`config.mk`:
```
export PLATFORM = sky130hd
export DESIGN_NAME = axi_simple_master_flat
export DESIGN_NICKNAME = d
export VERILOG_FILES = /design/src/rtl/axi_simple_master_if.sv /design/src/rtl/axi_simple_master.sv /design/src/flat_wrapper.sv
export SDC_FILE = /design/constraint.sdc
export NUM_CORES = 1
export LEC_CHECK = 0
export ABC_AREA = 1
export CAP_MARGIN = 20
export CORE_MARGIN = 2
export CORE_UTILIZATION = 41
export CTS_BUF_LIST = sky130_fd_sc_hd__clkbuf_4 sky130_fd_sc_hd__clkbuf_8
export DETAILED_ROUTE_END_ITERATION = 10
export PLACE_DENSITY_LB_ADDON = 0.15
export SLEW_MARGIN = 25
export SYNTH_ARGS = -nofsm -noshare
export SYNTH_HDL_FRONTEND = slang
export SYNTH_SLANG_ARGS = --single-unit
```
`constraint.sdc`:
```
create_clock -name ACLK -period 7.95 [get_ports ACLK]
set_input_delay 2.385 -clock ACLK [delete_from_list [all_inputs] [get_ports ACLK]]
set_output_delay 2.385 -clock ACLK [all_outputs]
set_load 0.1 [all_outputs]
```
`src/rtl/axi_simple_master_if.sv`:
```
// AXI4 channel bundle between axi_simple_master and one interconnect master port.
interface axi_simple_master_if;
  logic [3:0]  ARID;
  logic [31:0] ARADDR;
  logic [3:0]  ARLEN;
  logic [2:0]  ARSIZE;
  logic [1:0]  ARBURST;
  logic        ARVALID;
  logic        ARREADY;
  logic [3:0]  RID;
  logic [31:0] RDATA;
  logic [1:0]  RRESP;
  logic        RLAST;
  logic        RVALID;
  logic        RREADY;
  logic [3:0]  AWID;
  logic [31:0] AWADDR;
  logic [3:0]  AWLEN;
  logic [2:0]  AWSIZE;
  logic [1:0]  AWBURST;
  logic        AWVALID;
  logic        AWREADY;
  logic [31:0] WDATA;
  logic [3:0]  WSTRB;
  logic        WLAST;
  logic        WVALID;
  logic        WREADY;
  logic [3:0]  BID;
  logic [1:0]  BRESP;
  logic        BVALID;
  logic        BREADY;

  modport master (
    output ARID, ARADDR, ARLEN, ARSIZE, ARBURST, ARVALID,
    input  ARREADY,
    input  RID, RDATA, RRESP, RLAST, RVALID,
    output RREADY,
    output AWID, AWADDR, AWLEN, AWSIZE, AWBURST, AWVALID,
    input  AWREADY,
    output WDATA, WSTRB, WLAST, WVALID,
    input  WREADY,
    input  BID, BRESP, BVALID,
    output BREADY
  );

  modport slave (
    input  ARID, ARADDR, ARLEN, ARSIZE, ARBURST, ARVALID,
    output ARREADY,
    output RID, RDATA, RRESP, RLAST, RVALID,
    input  RREADY,
    input  AWID, AWADDR, AWLEN, AWSIZE, AWBURST, AWVALID,
    output AWREADY,
    input  WDATA, WSTRB, WLAST, WVALID,
    output WREADY,
    output BID, BRESP, BVALID,
    input  BREADY
  );
endinterface

```
`src/rtl/axi_simple_master.sv`:
```
// Single-outstanding core port to AXI4 initiator. Define AXI_MASTER_LINE_FILL_EN to turn
// reads into 4-beat, 16-byte-aligned line fills; writes stay single-beat.
module axi_simple_master #(
  parameter logic [3:0] MASTER_ID = 4'd0
) (
  input  logic                       ACLK,
  input  logic                       ARESET,
  input  logic                       req,
  input  logic                       we,
  input  logic [31:0]                addr,
  input  logic [31:0]                wdata,
  input  logic [3:0]                 wstrb,
  output logic [31:0]                rdata,
  output logic                       rdata_valid,
  output logic                       done,
  output logic                       err,
  output logic                       busy,
  axi_simple_master_if.master        axi
);

  typedef enum logic [2:0] {StIdle, StRaddr, StRdata, StWreq, StWresp} state_e;

  state_e      state_q, state_d;
  logic [31:0] addr_q, addr_d;
  logic [31:0] wdata_q, wdata_d;
  logic [3:0]  wstrb_q, wstrb_d;
  logic [31:0] rdata_q, rdata_d;
  logic        aw_done_q, aw_done_d;
  logic        w_done_q, w_done_d;
  logic        rerr_q, rerr_d;
  logic        err_q, err_d;
  logic        done_q, done_d;
  logic        rvalid_q, rvalid_d;
  logic        beat_err;
  logic        unused_ids;

`ifdef AXI_MASTER_LINE_FILL_EN
  logic [1:0]  beat_q, beat_d;
  // RLAST must land on exactly the fourth beat; counter sticks at 3 on overlong bursts.
  assign beat_err = axi.RLAST ? (beat_q != 2'd3) : (beat_q == 2'd3);
`else
  assign beat_err = !axi.RLAST;
`endif

  always_comb begin
    state_d   = state_q;
    addr_d    = addr_q;
    wdata_d   = wdata_q;
    wstrb_d   = wstrb_q;
    rdata_d   = rdata_q;
    aw_done_d = aw_done_q;
    w_done_d  = w_done_q;
    rerr_d    = rerr_q;
    err_d     = err_q;
    done_d    = 1'b0;
    rvalid_d  = 1'b0;
`ifdef AXI_MASTER_LINE_FILL_EN
    beat_d    = beat_q;
`endif
    unique case (state_q)
      StIdle: begin
        if (req) begin
          addr_d    = addr;
          wdata_d   = wdata;
          wstrb_d   = wstrb;
          aw_done_d = 1'b0;
          w_done_d  = 1'b0;
          rerr_d    = 1'b0;
`ifdef AXI_MASTER_LINE_FILL_EN
          beat_d    = 2'd0;
`endif
          state_d   = we ? StWreq : StRaddr;
        end
      end
      StRaddr: begin
        if (axi.ARREADY) state_d = StRdata;
      end
      StRdata: begin
        if (axi.RVALID) begin
          rdata_d  = axi.RDATA;
          rvalid_d = 1'b1;
          rerr_d   = rerr_q | (axi.RRESP != 2'b00) | beat_err;
`ifdef AXI_MASTER_LINE_FILL_EN
          if (beat_q != 2'd3) beat_d = beat_q + 2'd1;
`endif
          if (axi.RLAST) begin
            done_d  = 1'b1;
            err_d   = rerr_d;
            state_d = StIdle;
          end
        end
      end
      StWreq: begin
        // AW and W complete independently; leave once both have been accepted.
        aw_done_d = aw_done_q | axi.AWREADY;
        w_done_d  = w_done_q | axi.WREADY;
        if (aw_done_d && w_done_d) state_d = StWresp;
      end
      StWresp: begin
        if (axi.BVALID) begin
          done_d  = 1'b1;
          err_d   = (axi.BRESP != 2'b00);
          state_d = StIdle;
        end
      end
      default: state_d = StIdle;
    endcase
  end

  always_ff @(posedge ACLK or posedge ARESET) begin
    if (ARESET) begin
      state_q   <= StIdle;
      addr_q    <= '0;
      wdata_q   <= '0;
      wstrb_q   <= '0;
      rdata_q   <= '0;
      aw_done_q <= 1'b0;
      w_done_q  <= 1'b0;
      rerr_q    <= 1'b0;
      err_q     <= 1'b0;
      done_q    <= 1'b0;
      rvalid_q  <= 1'b0;
`ifdef AXI_MASTER_LINE_FILL_EN
      beat_q    <= 2'd0;
`endif
    end else begin
      state_q   <= state_d;
      addr_q    <= addr_d;
      wdata_q   <= wdata_d;
      wstrb_q   <= wstrb_d;
      rdata_q   <= rdata_d;
      aw_done_q <= aw_done_d;
      w_done_q  <= w_done_d;
      rerr_q    <= rerr_d;
      err_q     <= err_d;
      done_q    <= done_d;
      rvalid_q  <= rvalid_d;
`ifdef AXI_MASTER_LINE_FILL_EN
      beat_q    <= beat_d;
`endif
    end
  end

  assign rdata       = rdata_q;
  assign rdata_valid = rvalid_q;
  assign done        = done_q;
  assign err         = err_q;
  assign busy        = (state_q != StIdle);

  assign axi.ARID    = MASTER_ID;
  assign axi.ARSIZE  = 3'b010;
  assign axi.ARBURST = 2'b01;
`ifdef AXI_MASTER_LINE_FILL_EN
  assign axi.ARADDR  = {addr_q[31:4], 4'h0};
  assign axi.ARLEN   = 4'd3;
`else
  assign axi.ARADDR  = addr_q;
  assign axi.ARLEN   = 4'd0;
`endif
  assign axi.ARVALID = (state_q == StRaddr);
  assign axi.RREADY  = (state_q == StRdata);

  assign axi.AWID    = MASTER_ID;
  assign axi.AWADDR  = addr_q;
  assign axi.AWLEN   = 4'd0;
  assign axi.AWSIZE  = 3'b010;
  assign axi.AWBURST = 2'b01;
  assign axi.AWVALID = (state_q == StWreq) && !aw_done_q;
  assign axi.WDATA   = wdata_q;
  assign axi.WSTRB   = wstrb_q;
  assign axi.WLAST   = 1'b1;
  assign axi.WVALID  = (state_q == StWreq) && !w_done_q;
  assign axi.BREADY  = (state_q == StWresp);

  assign unused_ids = ^{axi.RID, axi.BID};

endmodule

```
`src/flat_wrapper.sv`:
```
// flat-port wrapper written by rule: the top's interface ports become plain ports
module axi_simple_master_flat 
#(
  parameter logic [3:0] MASTER_ID = 4'd0
)
  (ACLK, ARESET, req, we, addr, wdata, wstrb, rdata, rdata_valid, done, err, busy, axi_ARID, axi_ARADDR, axi_ARLEN, axi_ARSIZE, axi_ARBURST, axi_ARVALID, axi_ARREADY, axi_RID, axi_RDATA, axi_RRESP, axi_RLAST, axi_RVALID, axi_RREADY, axi_AWID, axi_AWADDR, axi_AWLEN, axi_AWSIZE, axi_AWBURST, axi_AWVALID, axi_AWREADY, axi_WDATA, axi_WSTRB, axi_WLAST, axi_WVALID, axi_WREADY, axi_BID, axi_BRESP, axi_BVALID, axi_BREADY);
  axi_simple_master_if axi_i ();
  input  logic ACLK;
  input  logic ARESET;
  input  logic req;
  input  logic we;
  input  logic [31:0] addr;
  input  logic [31:0] wdata;
  input  logic [3:0] wstrb;
  output logic [31:0] rdata;
  output logic rdata_valid;
  output logic done;
  output logic err;
  output logic busy;
  output wire logic [$bits(axi_i.ARID)-1:0] axi_ARID;
  output wire logic [$bits(axi_i.ARADDR)-1:0] axi_ARADDR;
  output wire logic [$bits(axi_i.ARLEN)-1:0] axi_ARLEN;
  output wire logic [$bits(axi_i.ARSIZE)-1:0] axi_ARSIZE;
  output wire logic [$bits(axi_i.ARBURST)-1:0] axi_ARBURST;
  output wire logic [$bits(axi_i.ARVALID)-1:0] axi_ARVALID;
  input wire logic [$bits(axi_i.ARREADY)-1:0] axi_ARREADY;
  input wire logic [$bits(axi_i.RID)-1:0] axi_RID;
  input wire logic [$bits(axi_i.RDATA)-1:0] axi_RDATA;
  input wire logic [$bits(axi_i.RRESP)-1:0] axi_RRESP;
  input wire logic [$bits(axi_i.RLAST)-1:0] axi_RLAST;
  input wire logic [$bits(axi_i.RVALID)-1:0] axi_RVALID;
  output wire logic [$bits(axi_i.RREADY)-1:0] axi_RREADY;
  output wire logic [$bits(axi_i.AWID)-1:0] axi_AWID;
  output wire logic [$bits(axi_i.AWADDR)-1:0] axi_AWADDR;
  output wire logic [$bits(axi_i.AWLEN)-1:0] axi_AWLEN;
  output wire logic [$bits(axi_i.AWSIZE)-1:0] axi_AWSIZE;
  output wire logic [$bits(axi_i.AWBURST)-1:0] axi_AWBURST;
  output wire logic [$bits(axi_i.AWVALID)-1:0] axi_AWVALID;
  input wire logic [$bits(axi_i.AWREADY)-1:0] axi_AWREADY;
  output wire logic [$bits(axi_i.WDATA)-1:0] axi_WDATA;
  output wire logic [$bits(axi_i.WSTRB)-1:0] axi_WSTRB;
  output wire logic [$bits(axi_i.WLAST)-1:0] axi_WLAST;
  output wire logic [$bits(axi_i.WVALID)-1:0] axi_WVALID;
  input wire logic [$bits(axi_i.WREADY)-1:0] axi_WREADY;
  input wire logic [$bits(axi_i.BID)-1:0] axi_BID;
  input wire logic [$bits(axi_i.BRESP)-1:0] axi_BRESP;
  input wire logic [$bits(axi_i.BVALID)-1:0] axi_BVALID;
  output wire logic [$bits(axi_i.BREADY)-1:0] axi_BREADY;
  assign axi_ARID = axi_i.ARID;
  assign axi_ARADDR = axi_i.ARADDR;
  assign axi_ARLEN = axi_i.ARLEN;
  assign axi_ARSIZE = axi_i.ARSIZE;
  assign axi_ARBURST = axi_i.ARBURST;
  assign axi_ARVALID = axi_i.ARVALID;
  assign axi_i.ARREADY = axi_ARREADY;
  assign axi_i.RID = axi_RID;
  assign axi_i.RDATA = axi_RDATA;
  assign axi_i.RRESP = axi_RRESP;
  assign axi_i.RLAST = axi_RLAST;
  assign axi_i.RVALID = axi_RVALID;
  assign axi_RREADY = axi_i.RREADY;
  assign axi_AWID = axi_i.AWID;
  assign axi_AWADDR = axi_i.AWADDR;
  assign axi_AWLEN = axi_i.AWLEN;
  assign axi_AWSIZE = axi_i.AWSIZE;
  assign axi_AWBURST = axi_i.AWBURST;
  assign axi_AWVALID = axi_i.AWVALID;
  assign axi_i.AWREADY = axi_AWREADY;
  assign axi_WDATA = axi_i.WDATA;
  assign axi_WSTRB = axi_i.WSTRB;
  assign axi_WLAST = axi_i.WLAST;
  assign axi_WVALID = axi_i.WVALID;
  assign axi_i.WREADY = axi_WREADY;
  assign axi_i.BID = axi_BID;
  assign axi_i.BRESP = axi_BRESP;
  assign axi_i.BVALID = axi_BVALID;
  assign axi_BREADY = axi_i.BREADY;
  axi_simple_master #(.MASTER_ID(MASTER_ID)) u_core (.ACLK(ACLK), .ARESET(ARESET), .req(req), .we(we), .addr(addr), .wdata(wdata), .wstrb(wstrb), .rdata(rdata), .rdata_valid(rdata_valid), .done(done), .err(err), .busy(busy), .axi(axi_i));
endmodule
```
### Word-level counts from Yosys, hierarchy flattened

Cells that the tools add are included.
Widths: inputs -> output; s select.

* reduce and logical (&&, ||, !) cells: 19
* equal/unequal tests: 10
* muxes and demuxes: 23
* bitwise logic cells: 4

Operators with widths (number)
* $mux 3: 6
* $pmux 3 s5: 1
* $mux 1: 10
* $pmux 1 s2: 5
* $reduce_bool 2->1: 5
* $ne 2x2->1 const B: 4
* $eq 3x2->1 const B: 2
* $reduce_and 2->1: 3
* $reduce_and 6->1: 1
* $ne 2x1->1 const B: 2
* $or 1x1->1: 4
* $reduce_and 4->1: 1
* $eq 3x1->1 const B: 1
* $eq 3x3->1 const B: 1
* $logic_and 1x1->1: 3
* $logic_not 1->1: 3
* $logic_not 3->1: 1
* $reduce_and 3->1: 1
* $reduce_bool 3->1: 1
* $mux 2: 1

* bits in registers: 109
* input port bits: 122

### Logic depth before layout (Yosys ltp)

* depth after elaboration: 6
* depth in mapped cells: 8

### Worst setup path before layout

Ideal clock, no wire load.

* path type: reg2out
* start point: reg u_core.state_q[1]
* end point: out axi_BREADY
* data required time: 5565 ps
* setup slack: 2905 ps
* data arrival time: 2660 ps
* path buffers: 0
* stages on the path, launching flop included: 2
* cells stage by stage: dfrtp_1 -> nor3_1

* cells in the longest elaborated chain, start to end: 1

RTL lines
* start, declared: RTL line axi_simple_master.sv:23 `state_e state_q, state_d;`
* start signal, assigned: RTL line axi_simple_master.sv:112 `state_q <= StIdle;`
* start signal, assigned: RTL line axi_simple_master.sv:127 `state_q <= state_d;`
* $eq 3x3->1: RTL line axi_simple_master.sv:173 `assign axi.BREADY = (state_q == StWresp);`
* end, declared: RTL line flat_wrapper.sv:48 `output wire logic [$bits(axi_i.BREADY)-1:0] axi_BREADY;`

No other way between the ends.

### Worst setup path after layout

* start point: reg u_core.state_q[2]
* end point: out axi_BREADY

The elaborated chain is that of the path after synthesis.

==> qor.yml <==
logic_synthesis:
  synth_cells: 551
  yosys_warnings: 0
  synth-seq-cells: 109
  synth_cell_types: 22
  avgSynthCellArea_um2: 8.59
  synth_area_um2: 4730
  synth.area.top_cells: "dfrtp_1 (58%), nand2_1 (25%), buf_4 (10%)"
  synth_top_area_share: 0.576
  yosysSeqAreaShare: 0.576
  yosysTopAreaCell: "dfrtp_1"
timing:
  timing_max_transition_violations_final: 0
  fin_crit_ns: 4.92
  finClkSkew_ns: 0.00725
  finalCritPeriodShare: 0.618
  final-setup-viol-count: 0
  whs_ns: 0.478
  hold_violations: 0
  max_slew_margin: 0.318
  rsz0062_at_grt: "no"
  fmax_mhz: 203
  finalSetupTns_ns: 0
  tightestPinTransition_ns: 1.02
floorplan:
  pin_count: 290
  die_x_um: 111
  start_util: 0.418
  die_h_um: 111
  core_area_um2: 11300
  die-area_um2: 12400
  row_count: 39
finish:
  drive_above_1_share: 0.0339
  area_growth_pct: 53.1
  layout_commonest_cell: "nand2_1"
  nets: 886
  final_cell_mix: "nand2_1 (318), clkdlybuf4s50_1 (254), dfrtp_1 (109), conb_1 (27), clkbuf_8 (11)"
  utilization: 0.640
  fin_cells: 911
  antenna_cells: 0
detailed_routing:
  vias: 4046
  drtPass1Iterations: 4
  drt_iter0_drc: 181
  ant_nets: 0
  drt-total-wl_mm: 12.3
  drc: 0
  routedWlPerCell_um: 13.5
  via_per_inst: 4.44
setup_path:
  reg2regPathDepth: 8
  crit_start: "u_core.state_q[2]"
  worstPathArrival_ns: 2.53
  end_kind: "primary output"
  slowest_delay_ns: 1.22
  crit_slowest_cell: "clkdlybuf4s50_1"
  ff2ff_setup_slack_ns: 6.04
  crit_path_cell_trace: "inv_1 > nor3_1 > clkdlybuf4s50_1"
  cp-start-kind: "register"
  crit_type: "register to primary output"
  cp_max_fo: 5
  rr_startpoint: "u_core.state_q[1]"
  r2r_end: "u_core.rerr_q"
  worst_ep_required_time_ns: 5.57
  critPathCapture: "axi_BREADY"
min_path:
  min_path_type: "register to register"
global_routing:
  grt_pass1_vias: 4004
  grt-ovfl-total: 0
  grt_max_degree: 77
  grt_usage: 0.197
  grt_first_pass_wirelength_mm: 19.9
  antenna_found_initial: 0
run:
  drv_cap: 0
clocking:
  clock_path_buffers: 2
  clk_pin_slew_ns: 0.09
  insertion_delay_ns: 0.36
  cts_setup_buffers: 0
  ctsHoldBuffers: 0
  numCtsBuffers: 9
  cts_sinks: 109
  cts_resized: 0
  cts_tree: "built"
  htree_levels: 3
  clockRootBuffer: "clkbuf_8"
placed_design:
  portBuffers: 254
  placedCellCount: 896
  dp_hpwl_mm: 8.94
  gp_congestion: 0.786
run_status:
  status: "completed"
-- cell families (layout without fill, tap and decap cells) --
kind of cell,Yosys count,in the layout,synth area share
flip-flops,109,109,0.576
AND/OR/NAND/NOR,342,342,0.283
AO/OA/AOI/OAI,7,7,0.00846
other,2,27,0.00159
buffers and inverters,91,283,0.131
-- worst max-delay path: cells and delay by family (launching register included) --
family	cells	cell delay (ns)
simple gates	1	0.37
buf+inv	2	1.31
flops	1	0.49
-- cell usage after synthesis, drive strengths merged --
master and instances:
nor2 11, conb 2, o21a 1, nand4 1
nand2 319, o211ai 1, inv 12, nor3 3
buf 74, o21ai 5, nand3b 2, dfrtp 109
nand3 6, clkbuf 5
-- metal layers --
layer / up-vias / wire [um] / track usage
met5: - / 0 / 0
met2: 150 / 6230 / 0.344
met3: 13 / 963 / 0.0713
met4: 0 / 171 / 0.0568
met1: 1891 / 4890 / 0.229
li1: 1992 / - / -
-- final cells by class --
class | instances | area [um^2]
Fill cell | 979 | 4080
Clock buffer | 11 | 151
Tap cell | 143 | 179
Multi-Input combinational cell | 376 | 1480
Inverter | 12 | 50.0
Timing Repair Buffer | 256 | 2560
Sequential cell | 109 | 2730
Clock inverter | 4 | 95.1
-- state kept, by name, summed over array words and instances (netlist names) --
register,flops
u_core.axi.WDATA,32
u_core.axi.WSTRB,4
u_core.err,1
u_core.state_q,3
u_core.aw_done_q,1
u_core.rdata,32
u_core.done,1
u_core.w_done_q,1
u_core.rerr_q,1
u_core.rdata_valid,1
u_core.axi.ARADDR,32
-- metrics by stage --
stage	instance area (um^2)	worst slack (ns)
CTS	7240	3.00
floorplan	4830	2.69
detailed placement	6990	3.41
finish	7240	3.03
global placement	6990	3.44
global route	7240	2.92
-- how the worst min path moves through the flow --
stage,cells past startpoint,endpoint,slack (ns),start
2_1_floorplan,2,u_core.aw_done_q,0.48,u_core.aw_done_q
3_3_place_gp,2,u_core.rdata[13],0.45,u_core.rdata[13]
3_5_place_dp,2,u_core.rdata[31],0.46,u_core.rdata[31]
4_1_cts,2,u_core.rdata[18],0.48,u_core.rdata[18]
5_1_grt,2,u_core.rdata[5],0.49,u_core.rdata[5]
6_report,2,u_core.rdata[5],0.48,u_core.rdata[5]
Power is not shown: default switching activity piles up to over one toggle a cycle in this logic, so the estimate is an artifact.
